$ cat src/rtl/vga_timing_pkg.sv
// VGA timing constants shared by the timing generator and the pixel renderer.
// Defaults describe 640x480 at 60 Hz from a 100 MHz system clock.
package vga_timing_pkg;

    localparam int CNT_W = 10;

    localparam int CLK_DIV_D        = 4;
    localparam int H_TOTAL_D        = 800;
    localparam int H_SYNC_D         = 96;
    localparam int H_BRIGHT_START_D = 144;
    localparam int H_BRIGHT_END_D   = 784;
    localparam int V_TOTAL_D        = 525;
    localparam int V_SYNC_D         = 2;
    localparam int V_BRIGHT_START_D = 35;
    localparam int V_BRIGHT_END_D   = 515;

    typedef logic [CNT_W-1:0] cnt_t;

    function automatic cnt_t to_cnt(input int v);
        return cnt_t'(v);
    endfunction

endpackage

$ cat src/rtl/pixel_tick_gen.sv
// Divides the system clock down to one registered pulse per pixel.
// The pulse is high during the clock in which the divider sits at CLK_DIV-1.
module pixel_tick_gen #(
    parameter int CLK_DIV = 4
) (
    input  logic clk,
    input  logic rst,
    output logic tick
);

    localparam int DW = (CLK_DIV > 1) ? $clog2(CLK_DIV) : 1;
    localparam logic [DW-1:0] LAST = DW'(CLK_DIV - 1);

    logic [DW-1:0] r_div;
    logic [DW-1:0] w_div_nxt;
    logic          r_tick;

    always_comb begin
        w_div_nxt = r_div + 1'b1;
        if (r_div == LAST) begin
            w_div_nxt = '0;
        end
    end

    // Registering the decode keeps tick low during reset and glitch-free.
    always_ff @(posedge clk) begin
        if (rst) begin
            r_div  <= '0;
            r_tick <= 1'b0;
        end else begin
            r_div  <= w_div_nxt;
            r_tick <= (w_div_nxt == LAST);
        end
    end

    assign tick = r_tick;

endmodule

$ cat src/rtl/vga_timing_gen.sv
// VGA horizontal/vertical counters with registered sync, blanking and frame events.
// All decoded outputs are computed from next counter values so they align with the counters.
module vga_timing_gen
    import vga_timing_pkg::*;
#(
    parameter int CLK_DIV        = CLK_DIV_D,
    parameter int H_TOTAL        = H_TOTAL_D,
    parameter int H_SYNC         = H_SYNC_D,
    parameter int H_BRIGHT_START = H_BRIGHT_START_D,
    parameter int H_BRIGHT_END   = H_BRIGHT_END_D,
    parameter int V_TOTAL        = V_TOTAL_D,
    parameter int V_SYNC         = V_SYNC_D,
    parameter int V_BRIGHT_START = V_BRIGHT_START_D,
    parameter int V_BRIGHT_END   = V_BRIGHT_END_D
) (
    input  logic             clk,
    input  logic             rst,
    output logic [CNT_W-1:0] hCount,
    output logic [CNT_W-1:0] vCount,
    output logic             hSync,
    output logic             vSync,
    output logic             bright,
    output logic             pixel_tick,
    output logic             frame_start,
    output logic             vblank_start
);

    localparam cnt_t H_LAST = to_cnt(H_TOTAL - 1);
    localparam cnt_t V_LAST = to_cnt(V_TOTAL - 1);
    localparam cnt_t HS     = to_cnt(H_SYNC);
    localparam cnt_t VS     = to_cnt(V_SYNC);
    localparam cnt_t HBS    = to_cnt(H_BRIGHT_START);
    localparam cnt_t HBE    = to_cnt(H_BRIGHT_END);
    localparam cnt_t VBS    = to_cnt(V_BRIGHT_START);
    localparam cnt_t VBE    = to_cnt(V_BRIGHT_END);
    localparam cnt_t ONE    = to_cnt(1);

    logic w_tick;
    cnt_t r_h;
    cnt_t r_v;
    cnt_t w_h_nxt;
    cnt_t w_v_nxt;
    logic r_hs;
    logic r_vs;
    logic r_bright;
    logic r_fs;
    logic r_vb;

    pixel_tick_gen #(
        .CLK_DIV (CLK_DIV)
    ) u_tick (
        .clk  (clk),
        .rst  (rst),
        .tick (w_tick)
    );

    always_comb begin
        w_h_nxt = r_h;
        w_v_nxt = r_v;
        if (w_tick) begin
            if (r_h == H_LAST) begin
                w_h_nxt = '0;
                w_v_nxt = (r_v == V_LAST) ? '0 : r_v + ONE;
            end else begin
                w_h_nxt = r_h + ONE;
            end
        end
    end

    // Event pulses qualify on w_tick so the reset state never looks like a wrap.
    always_ff @(posedge clk) begin
        if (rst) begin
            r_h      <= '0;
            r_v      <= '0;
            r_hs     <= 1'b0;
            r_vs     <= 1'b0;
            r_bright <= 1'b0;
            r_fs     <= 1'b0;
            r_vb     <= 1'b0;
        end else begin
            r_h      <= w_h_nxt;
            r_v      <= w_v_nxt;
            r_hs     <= (w_h_nxt >= HS);
            r_vs     <= (w_v_nxt >= VS);
            r_bright <= (w_h_nxt >= HBS) && (w_h_nxt < HBE)
                     && (w_v_nxt >= VBS) && (w_v_nxt < VBE);
            r_fs     <= w_tick && (w_h_nxt == '0) && (w_v_nxt == '0);
            r_vb     <= w_tick && (w_h_nxt == '0) && (w_v_nxt == VBE);
        end
    end

    assign hCount       = r_h;
    assign vCount       = r_v;
    assign hSync        = r_hs;
    assign vSync        = r_vs;
    assign bright       = r_bright;
    assign pixel_tick   = w_tick;
    assign frame_start  = r_fs;
    assign vblank_start = r_vb;

endmodule

$ cat config.mk
export PLATFORM = sky130hd
export DESIGN_NAME = vga_timing_gen
export DESIGN_NICKNAME = d
export VERILOG_FILES = /design/src/rtl/vga_timing_pkg.sv /design/src/rtl/pixel_tick_gen.sv /design/src/rtl/vga_timing_gen.sv
export SDC_FILE = /design/constraint.sdc
export NUM_CORES = 1
export LEC_CHECK = 0
export ABC_CLOCK_PERIOD_IN_PS = 2700
export BUFFER_PORTS_ARGS = -buffer_cell sky130_fd_sc_hd__buf_2
export CORE_MARGIN = 4
export CORE_UTILIZATION = 40
export DETAILED_ROUTE_END_ITERATION = 10
export GPL_TIMING_DRIVEN = 0
export SYNTH_ARGS = -nofsm -noshare
export SYNTH_HDL_FRONTEND = slang
export SYNTH_SLANG_ARGS = --single-unit
$ cat constraint.sdc
create_clock -name clk -period 2.7 [get_ports clk]
set_input_delay 0.54 -clock clk [delete_from_list [all_inputs] [get_ports clk]]
set_output_delay 0.54 -clock clk [all_outputs]
set_load 0.05 [all_outputs]
== Word-level counts from Yosys, hierarchy flattened ==
Index checks and enable logic that the tools add are counted.
Widths: inputs -> output; s select.
Storage, ports and cells
  bits in registers: 28
  input bits: 2
  output and inout port bits: 26
Cells by class
  add/sub/neg operators: 3
  order comparisons: 6
  equal/unequal tests: 5
  mux-type cells: 6
  reductions and logical operators: 8
Operators with widths (number)
  $mux 10: 5
  $eq 10x10->1 const B: 3
  $add 10x1->10 const B: 2
  $logic_not 10->1: 2
  $lt 10x10->1 const B: 2
  $ge 10x2->1 const B: 1
  $ge 10x6->1 const B: 1
  $ge 10x7->1 const B: 1
  $ge 10x8->1 const B: 1
  $logic_and 1x1->1: 6
  $eq 2x2->1 const B: 2
  $add 2x1->2 const B: 1
  $mux 2: 1

== Logic depth before layout (Yosys ltp) ==
Gate-level depths: netlist (run 1).
  word-level depth: 7
  mapped depth: 8

== By module ==
Synthesis (run 1) repeated with hierarchy kept, for this count alone.
Second synthesis, totals
  cells, all modules: 186
  area, all modules: 1591.5 µm²
By module, submodules not included
  vga_timing_gen: times used 1, cells an instance 177, area an instance 1482.7 µm², seq. area each 500.5 µm²
  pixel_tick_gen: times used 1, cells an instance 9, area an instance 108.9 µm², seq. area each 60.1 µm²

== Least setup slack after synthesis (run 1) ==
No wires, ideal clock.
  path kind: flip-flop to flip-flop
  start: reg r_h[0] (netlist: hCount[0])
  end: reg r_bright (netlist: bright)
  library setup time: 0.103 ns
  arrival time: 2.895 ns
  required time: 2.597 ns
  slack: -0.298 ns
  cell stages (with the launch flop): 9
  buffers on the path: 1
  clock period less this slack: 2.998 ns
  cells stage by stage: dfxtp_1 > ha_1 > nand3_1 > or3_1 > buf_2 > or3_1 > xor2_1 > a221o_1 > a2111oi_2
Between the ends
  cells in the longest elaborated chain, start to end: 7
  elaborated cells on any way between the ends: 13
  classes of those cells: add/sub (1); order compare (4); eq/ne (1); mux (4); reduce/logical (3)
Ends and longest elaborated chain
  start: declaration: RTL line vga_timing_gen.sv:39  | cnt_t r_h;
  start signal: assignment: RTL line vga_timing_gen.sv:81  | r_h <= w_h_nxt;
  $add 10x1->10 or $eq 10x10->1 (tied branches): RTL line vga_timing_gen.sv:65, vga_timing_gen.sv:61
  $mux 10: RTL line vga_timing_gen.sv:61  | if (r_h == H_LAST) begin
  $mux 10: RTL line vga_timing_gen.sv:60  | if (w_tick) begin
  $ge 10x8->1 or $lt 10x10->1 (tied branches): RTL line vga_timing_gen.sv:85  | r_bright <= (w_h_nxt >= HBS) && (w_h_nxt < HBE)
  $logic_and 1x1->1: RTL line vga_timing_gen.sv:85
  $logic_and 1x1->1: RTL line vga_timing_gen.sv:86  | && (w_v_nxt >= VBS) && (w_v_nxt < VBE);
  $logic_and 1x1->1 (*): RTL line vga_timing_gen.sv:86
  end signal: assignment: RTL line vga_timing_gen.sv:85
  end: declaration: RTL line vga_timing_gen.sv:45  | logic r_bright;
Mark *: on every way between the ends. The rest lies on a longest branch, timed or not.
A chain may end at the register's enable or synchronous reset.

== Worst setup path after layout (run 1) ==
  start: reg r_h[6] (netlist: hCount[6])
  end: reg r_bright (netlist: bright)
The elaborated chain is that of the path after synthesis.

==> results of run 1 <==
per-stage QoR:
step | setup WS [ns] | hold slack [ns] | power [W] | utilization [%]
final | 0.1039 | 0.4584 | 0.0006871 | 51.34
after global routing | -0.007084 | 0.4938 | 0.0007170 | 51.34
after CTS | 0.01761 | 0.4566 | 0.0006954 | 50.37
after detailed placement | -0.09091 | 0.4427 | 0.0004651 | 48.13
after global placement | -0.1039 | 0.4344 | 0.0004639 | 48.13
after floorplan | 0.01895 | 0.4265 | 0.0004552 | -
final timing paths:
kind | from | to | depth (start not counted)
worst max-delay path | hCount[6] | bright | 7
worst min-delay path | u_tick.r_div[0] | u_tick.r_div[0] | 1
worst max register to register | hCount[6] | bright | 7
worst min register to register | u_tick.r_div[0] | u_tick.r_div[0] | 1
registers in the layout (all words and copies together) (netlist names):
register / cells
frame_start: 1
hCount: 10
bright: 1
u_tick.tick: 1
vblank_start: 1
vCount: 10
u_tick.r_div: 2
hSync: 1
vSync: 1
power by group through the flow:
stage	clock, W	sequential [W]	combinational [W]
2_1_floorplan	0	0.000436	0.0000190
3_3_place_gp	0	0.000429	0.0000351
3_5_place_dp	0	0.000429	0.0000359
4_1_cts	0.000240	0.000420	0.0000360
5_1_grt	0.000257	0.000420	0.0000399
6_report	0.000233	0.000419	0.0000355
what timing repair did:
action                     CTS  global route
setup buffers                1             1
pin swaps                    2             1
gates resized for setup      6             8
setup endpoints to repair    1             5
hold endpoints to repair     0             0
Yosys cell counts, types with 5 or more instances:
cell,n,area [um^2]
dfxtp_1,28,560.5
xnor2_1,5,43.79
ha_1,5,62.56
nor3_1,13,65.06
nor4_1,6,37.54
o21ai_0,7,35.03
xor2_1,6,52.55
nand4_1,10,62.56
nand3_1,7,35.03
nor2b_1,6,37.54
a21oi_1,5,25.02
nand2_1,8,30.03
mux2i_1,5,50.05
clkbuf_1,8,30.03
or3_1,6,37.54
nor2_1,21,78.83
inv_1,8,30.03
worst max-delay path, stage by stage, from the launching register on:
cell and delay (ns):
dfxtp_4 0.38, or3b_1 0.36, buf_2 0.17, or3_4 0.38, or3_4 0.39, xor2_2 0.19
a221o_1 0.36, a2111oi_2 0.28
area by class of cell:
type / instances / share of cell area [%]
Tap cell: 48 / 3.125
Multi-Input combinational cell: 144 / 52.21
Clock buffer: 4 / 2.344
Inverter: 8 / 1.563
Sequential cell: 28 / 30.79
Timing Repair Buffer: 28 / 7.552
Buffer: 11 / 2.409
per-layer routing:
layer | share of wire (%) | track usage (%) | up-vias
li1 | - | - | 763
met2 | 50 | 29.04 | 39
met5 | 0 | 0 | -
met1 | 46 | 21.09 | 723
met4 | 1.2 | 5.010 | 0
met3 | 3.3 | 2.273 | 6
cells by family after synthesis:
group,count (synthesis)
buffers and inverters,21
adders and majority gates,5
AOI/OAI and AO/OA,29
and+or+nand+nor,92
muxes,7
xor gates and xnor gates,11
DFF,28
==> results.md, run 1 <==
* Status: completed
* Commonest non-fill, non-tap cell in the layout: buf_2
* Final std cells w/o fill at between 200 and 300
* Syn Std Cell Area at between 1500 and 2000 um^2
* CTS sink cnt at 28
* P_int at 0.0005304 W
* Final Skew at ~0.0077 ns
* CP arrival at approximately 2.8 ns
* Worst-skew pair later-pin latency at roughly 0.27 ns
* Fmax at between 0.3 and 0.4 GHz
* Yosys cell types at a little over 40
* Setup tns final at 0 ns
* Peak VDD IR at 194.1 uV
* Drt wl/cell at roughly 15 um
* Hold Path Class: flip-flop to flip-flop
* ANT nets after route at 0
* First-pass GRT wire length at 6920 um
* Minimum clock period after layout at approximately 2.6 ns
* Worst slew pin tran at about 0.6 ns
* Largest net degree at the start of global routing at 16
* Worst-case clock buffer depth at 2
* Worst Setup Path Type: flip-flop to flip-flop
* CTS tree: done
* Unrepaired setup endpoints after global routing: true
* PortBufs at 26
* Post-placement cell area at ~1800 um^2
* Initial core utilization at ~42%
* Crit path required time at 2.87 ns
* Fin crit share at 96.15%
* Reg area at 591.8 um^2
* Final nets at around 230
* Core Area at around 3700 um^2
* Sequential element share of the synthesized area at a little over a third
* DR vias/cell at approximately 5.6
* CTS HTree Levels at 1
* Highest net fanout along the worst path at 7
* Post-route cell area at between 1500 and 2000 um^2
* Post-synth EDFFs at 0
* GPL Wtd Cong at roughly 0.9
* Synth Area in Compound Gates at around an eighth
* Hold Buf Count CTS at 0
* Area share of fa/ha/maj cells after synthesis at just under 4%
* Die height at 70.73 um
* Simple-Gate Fraction of Synth Area at a little under a third
* Width of the die at 70.73 um
* Antenna violations before repair at 0
* Ys flop type: dfxtp_1
* Post-synth ARST share at 0%
* Std cell rows at 22
* Initial detailed-routing violation count at 129
* CP endpoint kind: flip-flop
* Power per Cell Area at around 360 nW/um^2
* DRT Pass-1 Iters at 5
* Area of the multi-input gates at ~1000 um^2
* Vias in the first global route at approximately 1500
* Top Ports at 28
* Setup crit start kind: flip-flop
* Yosys warning total at 0
* P_sw at about 0.00016 W
* Synth Area in XOR/XNOR at around 6.1%
* Antenna diode count at 0
* Final setup vio count at 0
* Layout cell share with drive strength beyond 1 at between 20% and 30%
* Total Wirelength at 4003 um
* CTS clock-pin slew for the worst setup and hold paths at around 0.10 ns
* FF+latch count, synth at 28
* Die footprint at around 5000 um^2
* Grt total ovfl at 0
* TritonCTS Buffers at 3
* Flop pwr share at about three fifths
* Max-slew violations at 0
* DRC at 0
* Switch share at ~23%
* Worst rel slew slack at between 50% and 60%
* Clk root buf: clkbuf_8
* Avg Inst Size Synth at 8.155 um^2
* Filler instances at 404
* Endpoints failing hold at 0
* HPWL Detailed at 2986 um
* Synth Instances at between 150 and 200
* Main combinational cell family by area after synthesis: simple AND/OR/NAND/NOR gates
* Mux share of post-synthesis cell area at around 4.6%
* Post-Syn Nets at 200
* GRT Overall Usage at 16.59%
* Most frequent cells in the layout: buf_2, nor2_1, dfxtp_1
* Dpl cells at ~270
* Via count at ~1500
* Clock network power share at around 34%
* Leakage at approximately 0.76 nW
* Max Cap Violations at 0
* Area grow syn2layout at 22.10%
* Reg2reg setup slack at 0.10 ns
* Combinational Power Share at under 10%
Power figures use the tool's default switching activity.
==> run 2, diff against run 1 <==
- CAP_MARGIN: unset -> 25
- SYNTH_HIERARCHICAL: unset -> 1
==> run 2 against run 1 <==
Effect of this change: critical path depth up 2; utilization down 0.37 points; routed wire length down 7.4%; hold slack better by 0.0041 ns; sequential power up 1%; total power down 0.89%.
==> results.md, run 2 <==
* Via count at 1438 (-6.1%)
* Final setup vio count at 0 (unchanged)
* Hold EP: u_tick/r_div[0]
* GPL Wtd Cong at 0.8325 (-7.9%)
* Most common library cells after synthesis: nor2_1, dfxtp_1, nand2_1
* Area grow syn2layout at 19.89%
* Antenna diode count at 0 (unchanged)
* Yosys warning total at 6 (+6)
* DRT Pass-1 Iters at 7 (+2)
* Post-Syn Nets at 193 (-3.5%)
* GRT Overall Usage at 15.00% (-1.6 points)
* Setup crit start kind: flip-flop
* Filler instances at 382 (-5.4%)
* Hold Slack at 0.4624 ns (+0.004056 ns)
* Worst path cell trace: clkbuf_2, nor3_2, and4_4, buf_6, and3_4, mux2i_4, nand4_4, or4_4, nor4_2
* Antenna violations before repair at 0 (unchanged)
* Largest net degree at the start of global routing at 15 (-1)
* Hold Path Stages at 1 (unchanged)
* CP peak stage delay at 0.57 ns (+0.18 ns)
* Met3 WL at 150 um (+13%)
* Power per Cell Area at 356.9 nW/um^2 (-0.17%)
* Final core utilization at 50.97% (-0.37 points)
* Minimum clock period after layout at 2.594 ns (-0.002346 ns)
* Cell taking the most area after synthesis: dfxtp_1
* Worst-case clock buffer depth at 2 (unchanged)
* Std cell rows at 22 (unchanged)
* Final Skew at 0.006502 ns (-0.001208 ns)
* Max Cap Violations at 0 (unchanged)
* Status: completed
* Die footprint at 5052 um^2 (+0.98%)
* CP endpoint kind: flip-flop
* R2R Path Start: hCount[5]
* TritonCTS Buffers at 3 (unchanged)
* Reg2reg setup slack at 0.11 ns (about the same)
* Combinational Power Share at 5.4% (+0.2 points)
* Clk root buf: clkbuf_8
* DRC at 0 (unchanged)
* Routed wl met2 at 1818 um (-8.9%)
* Vias in the first global route at 1336 (-12%)
* ANT nets after route at 0 (unchanged)
* CP arrival at 2.78 ns (about the same)
* Core Area at 3744 um^2 (unchanged)
* FF+latch count, synth at 28 (unchanged)
* P_sw at 0.0001513 W (-3.5%)
* Layout cell share with drive strength beyond 1 at 26.61% (-1.2 points)
* Post-synth EDFFs at 0 (unchanged)
* Highest net fanout along the worst path at 9 (+2)
* Fin crit share at 96.07% (about the same)
* Min-delay src: u_tick/r_div[0]
* Ys flop type: dfxtp_1
* Endpoints failing hold at 0 (unchanged)
* Peak VDD IR at 203.6 uV (+4.9%)
* Top post-synthesis cells by area: dfxtp_1, nor2_1, xnor2_1, ha_1, xor2_1
* Die height at 71.08 um (+0.49%)
* Commonest non-fill, non-tap cell in the layout: nor2_1
* Crit-path slowest cell: or4_4
* Initial core utilization at 42.51% (+0.47 points)
* Final nets at 227 (-1.7%)
* P_int at 0.0005297 W (-0.12%)
* Crit-path leading delay family: simple AND/OR/NAND/NOR gates
* Syn Std Cell Area at 1592 um^2 (+1.1%)
* Buffer and inverter count on the worst path at 2 (+1)
* Grt total ovfl at 0 (unchanged)
* First-pass GRT wire length at 6120 um (-12%)
* CTS clock-pin slew for the worst setup and hold paths at 0.09 ns (about the same)
* Hold Buf Count CTS at 0 (unchanged)
* Crit path required time at 2.88 ns (about the same)
* DR vias/cell at 5.406 (-4.3%)
* Drt wl/cell at 13.94 um (-5.6%)
* Post-synth ARST share at 0% (unchanged)
* CTS HTree Levels at 1 (unchanged)
* Leakage at 0.7768 nW (+1.6%)
* Synth top area share at 35.22% (-0.39 points)
* Fmax at 0.3855 GHz (about the same)
* Yosys cell types at 51 (+24%)
* CTS tree: done
* Worst Setup Path Type: flip-flop to flip-flop
* Metal-1 WL at 1676 um (-8.1%)
* Total Wirelength at 3708 um (-7.4%)
* Synth Instances at 186 (-3.6%)
* HPWL Detailed at 2774 um (-7.1%)
* Switch share at 22.22% (-0.60 points)
* Worst slew pin tran at 0.5533 ns (-0.06387 ns)
* Hold Path Class: flip-flop to flip-flop
* PortBufs at 27 (+3.8%)
* Most frequent cells in the layout: nor2_1, buf_2, dfxtp_1
* Worst reg2reg path endpoint: vblank_start
* Clock network power share at 32.5% (-1.4 points)
* Initial detailed-routing violation count at 87 (-33%)
* Flop pwr share at 62.1% (+1.2 points)
* Cells on worst reg2reg path at 9 (+2)
* Most frequent cell after synthesis: nor2_1
* Width of the die at 71.08 um (+0.49%)
* Max-slew violations at 0 (unchanged)
* Top Ports at 28 (unchanged)
* Worst-skew pair later-pin latency at 0.27 ns (about the same)
* CTS sink cnt at 28 (unchanged)
* Sequential element share of the synthesized area at 35.22% (-0.39 points)
* DR top layer: met4
* Avg Inst Size Synth at 8.557 um^2 (+4.9%)
* Worst rel slew slack at 63.11% (+4.3 points)
[run 2: cell count changes after synthesis, sizes merged, moves of 4 or more]
cell   delta
nand2     +4
nor3      -5
and2      +4
nand3     -4
nor2      +8
[run 2: how the worst max path moves through the flow]
stage | startpoint | endpoint | slack (ns) | depth (start not counted)
final | hCount[5] | vblank_start | 0.11 | 9
after global routing | hCount[5] | frame_start | -0.02 | 8
after CTS | hCount[0] | frame_start | 0.006 | 8
after detailed placement | hCount[0] | frame_start | -0.02 | 8
after global placement | hCount[0] | vblank_start | -0.0001 | 8
after floorplan | hCount[2] | frame_start | 0.02 | 8
[run 2: through the flow]
stage / TNS [ns] / setup slack, ns / std cells / area, um^2 / power, W
2_1_floorplan: 0 / 0.02094 / 186 / 1594 / 0.0004600
3_3_place_gp: -0.0001208 / -0.0001208 / 261 / 1789 / 0.0004693
5_1_grt: -0.03203 / -0.01856 / 266 / 1908 / 0.0007251
3_5_place_dp: -0.01825 / -0.01825 / 261 / 1789 / 0.0004699
6_report: 0 / 0.1062 / 266 / 1908 / 0.0006810
4_1_cts: 0 / 0.006497 / 265 / 1843 / 0.0006977
[run 2: timing repair]
item / 4_1_cts / 5_1_grt
resized for setup: 2 / 10
pin swaps: 0 / 1
setup buffers: 1 / 1
endpoints found under the setup margin: 2 / 2
[run 2: final cells by class]
type	instances	area (um^2)	area share [%]
plain buffers	9	55.05	2.885
inverters	5	18.77	0.9836
flip-flops and latches	28	568.0	29.77
clock buffers	3	41.29	2.164
well taps	48	60.06	3.148
repair buffers	29	150.1	7.869
multi-input cells	144	1015	53.18
[run 2: worst reg2reg max path: cells and delay by family (launching register included)]
kind / cells / cell delay, ns
buffers and inverters: 2 / 0.29
DFF: 1 / 0.31
muxes: 1 / 0.29
and+or+nand+nor: 6 / 1.62
[run 2: cell families after synthesis]
logic type               Yosys count  share of synthesized area (%)
AND/OR/NAND/NOR                   90                          33.18
XOR/XNOR                          15                          8.255
flip-flops                        28                          35.22
adder cells (fa/ha/maj)            5                          3.931
multiplexers                       3                          2.122
buffers and inverters             14                          4.638
AO/OA/AOI/OAI                     31                          12.66
[run 2: per-layer routing]
| layer | global-route usage (%) | up-vias |
|---|---|---|
| li1 | - | 729 |
| met1 | 18.44 | 668 |
| met2 | 25.85 | 34 |
| met3 | 2.699 | 7 |
| met4 | 5.846 | 0 |
| met5 | 0 | - |
[run 2: power by group through the flow]
stage / Sequential [W] / Combinational, W / Clock [W]
after floorplan: 0.000441 / 0.0000194 / 0
after global placement: 0.000433 / 0.0000361 / 0
after detailed placement: 0.000434 / 0.0000363 / 0
after CTS: 0.000424 / 0.0000366 / 0.000237
after global routing: 0.000425 / 0.0000409 / 0.000260
final: 0.000423 / 0.0000369 / 0.000221
==> run 3, diff against run 2 <==
- MAX_ROUTING_LAYER: unset -> met4
==> run 3 against run 2 <==
Effect of this change: largest cell class unchanged; utilization stayed put; critical path type unchanged; setup slack stayed put; sequential share of layout area stayed put; flip-flop and latch count stayed put; routed wire length stayed put; count of clock-buffer cells in the layout stayed put; combinational power hardly changed; die area stayed put.
==> results.md, run 3 (same netlist as run 2, synthesis figures left out) <==
* Combinational Power Share at 5.4% (about the same)
* Final Skew at 0.006502 ns (+0.00000002000 ns)
* Clk root buf: clkbuf_8
* Final nets at 227 (unchanged)
* CP endpoint kind: flip-flop
* CTS clock-pin slew for the worst setup and hold paths at 0.09 ns (about the same)
* Worst Setup Path Type: flip-flop to flip-flop
* Std cell rows at 22 (unchanged)
* CTS tree: done
* Crit path required time at 2.88 ns (about the same)
* Via count at 1438 (unchanged)
* Initial detailed-routing violation count at 87 (unchanged)
* Total Wirelength at 3708 um (unchanged)
* Power per Cell Area at 356.9 nW/um^2 (unchanged)
* Peak VDD IR at 203.6 uV (unchanged)
* CP peak stage delay at 0.57 ns (about the same)
* Final std cells w/o fill at 266 (unchanged)
* Vias in the first global route at 1336 (unchanged)
* Endpoints failing hold at 0 (unchanged)
* Area grow syn2layout at 19.89% (unchanged)
* Largest net degree at the start of global routing at 15 (unchanged)
* HPWL Detailed at 2774 um (unchanged)
* First-pass GRT wire length at 6120 um (unchanged)
* Max-slew violations at 0 (unchanged)
* Worst-skew pair later-pin latency at 0.27 ns (about the same)
* Area of the multi-input gates at 1015 um^2 (unchanged)
* Crit-path leading delay family: simple AND/OR/NAND/NOR gates
* Flop pwr share at 62.1% (about the same)
* Post-placement cell area at 1789 um^2 (unchanged)
* CP arrival at 2.78 ns (about the same)
* Initial core utilization at 42.51% (unchanged)
* GPL Wtd Cong at 0.8453 (+1.5%)
* ANT nets after route at 0 (unchanged)
* Crit-path slowest cell: or4_4
* Filler instances at 382 (unchanged)
* CTS sink cnt at 28 (unchanged)
* Dpl cells at 261 (unchanged)
* Post-route cell area at 1908 um^2 (unchanged)
* TritonCTS Buffers at 3 (unchanged)
* Worst rel slew slack at 63.11% (unchanged)
* Width of the die at 71.08 um (unchanged)
* Antenna diode count at 0 (unchanged)
* Leakage at 0.7768 nW (unchanged)
* Fin crit share at 96.07% (unchanged)
* Worst path cell trace: clkbuf_2, nor3_2, and4_4, buf_6, and3_4, mux2i_4, nand4_4, or4_4, nor4_2
* Hold Path Class: flip-flop to flip-flop
* Setup tns final at 0 ns (unchanged)
* Reg area at 568.0 um^2 (unchanged)
* Fmax at 0.3855 GHz (unchanged)
* Setup crit start kind: flip-flop
* GRT Overall Usage at 15.45% (+0.45 points)
* Worst-case clock buffer depth at 2 (unchanged)
* P_sw at 0.0001513 W (unchanged)
* PortBufs at 27 (unchanged)
* Buffer and inverter count on the worst path at 2 (unchanged)
* Switch share at 22.22% (unchanged)
* Antenna violations before repair at 0 (unchanged)
* Grt total ovfl at 0 (unchanged)
* Minimum clock period after layout at 2.594 ns (unchanged)
* Status: completed
* DR vias/cell at 5.406 (unchanged)
* Max Cap Violations at 0 (unchanged)
* DRC at 0 (unchanged)
* DRT Pass-1 Iters at 7 (unchanged)
* Most frequent cells in the layout: nor2_1, buf_2, dfxtp_1
* Commonest non-fill, non-tap cell in the layout: nor2_1
* Worst slew pin tran at 0.5533 ns (unchanged)
* Die footprint at 5052 um^2 (unchanged)
* Top Ports at 28 (unchanged)
* Layout cell share with drive strength beyond 1 at 26.61% (unchanged)
* Clock network power share at 32.5% (about the same)
* Die height at 71.08 um (unchanged)
* CTS HTree Levels at 1 (unchanged)
* Highest net fanout along the worst path at 9 (unchanged)
* Drt wl/cell at 13.94 um (unchanged)
* Core Area at 3744 um^2 (unchanged)
* P_int at 0.0005297 W (unchanged)
* Final setup vio count at 0 (unchanged)
==> run 3: final timing paths <==
check / start / depth (start not counted) / slack (ns) / endpoint
worst max-delay path: hCount[5] / 9 / 0.11 / vblank_start
worst min-delay path: u_tick/r_div[0] / 1 / 0.46 / u_tick/r_div[0]
worst max register to register: hCount[5] / 9 / 0.11 / vblank_start
worst min register to register: u_tick/r_div[0] / 1 / 0.46 / u_tick/r_div[0]
==> run 3: layout make-up <==
| class | instances | area share, % |
|---|---|---|
| clock buffers | 3 | 2.164 |
| repair buffers | 29 | 7.869 |
| well taps | 48 | 3.148 |
| inverters | 5 | 0.9836 |
| flip-flops and latches | 28 | 29.77 |
| plain buffers | 9 | 2.885 |
| multi-input cells | 144 | 53.18 |
==> run 3: per-stage QoR <==
stage	hold slack (ns)	worst slack (ns)	total power [W]	utilization, %
after floorplan	0.4326	0.02094	0.0004600	-
after CTS	0.4521	0.006497	0.0006977	49.23
final	0.4624	0.1062	0.0006810	50.97
after global routing	0.4523	-0.01856	0.0007251	50.97
after global placement	0.4486	-0.0001208	0.0004693	47.79
after detailed placement	0.4534	-0.01825	0.0004699	47.79
==> run 3: layer usage <==
layer	wire (um)	track usage (%)
met1	1676	18.44
met2	1818	25.85
met3	150	2.699
met4	63	5.846
met5	0	-
==> run 3: what timing repair did <==
action	4_1_cts	5_1_grt
pin swaps	0	1
setup buffers	1	1
resized for setup	2	10
endpoints found under the setup margin	2	2
hold buffers	0	0
==> run 3: power by group through the flow <==
stage	registers (W)	clock network [W]	logic, W
global placement	0.000433	0	0.0000361
finish	0.000423	0.000221	0.0000369
CTS	0.000424	0.000237	0.0000366
floorplan	0.000441	0	0.0000194
detailed placement	0.000434	0	0.0000363
global route	0.000425	0.000260	0.0000409
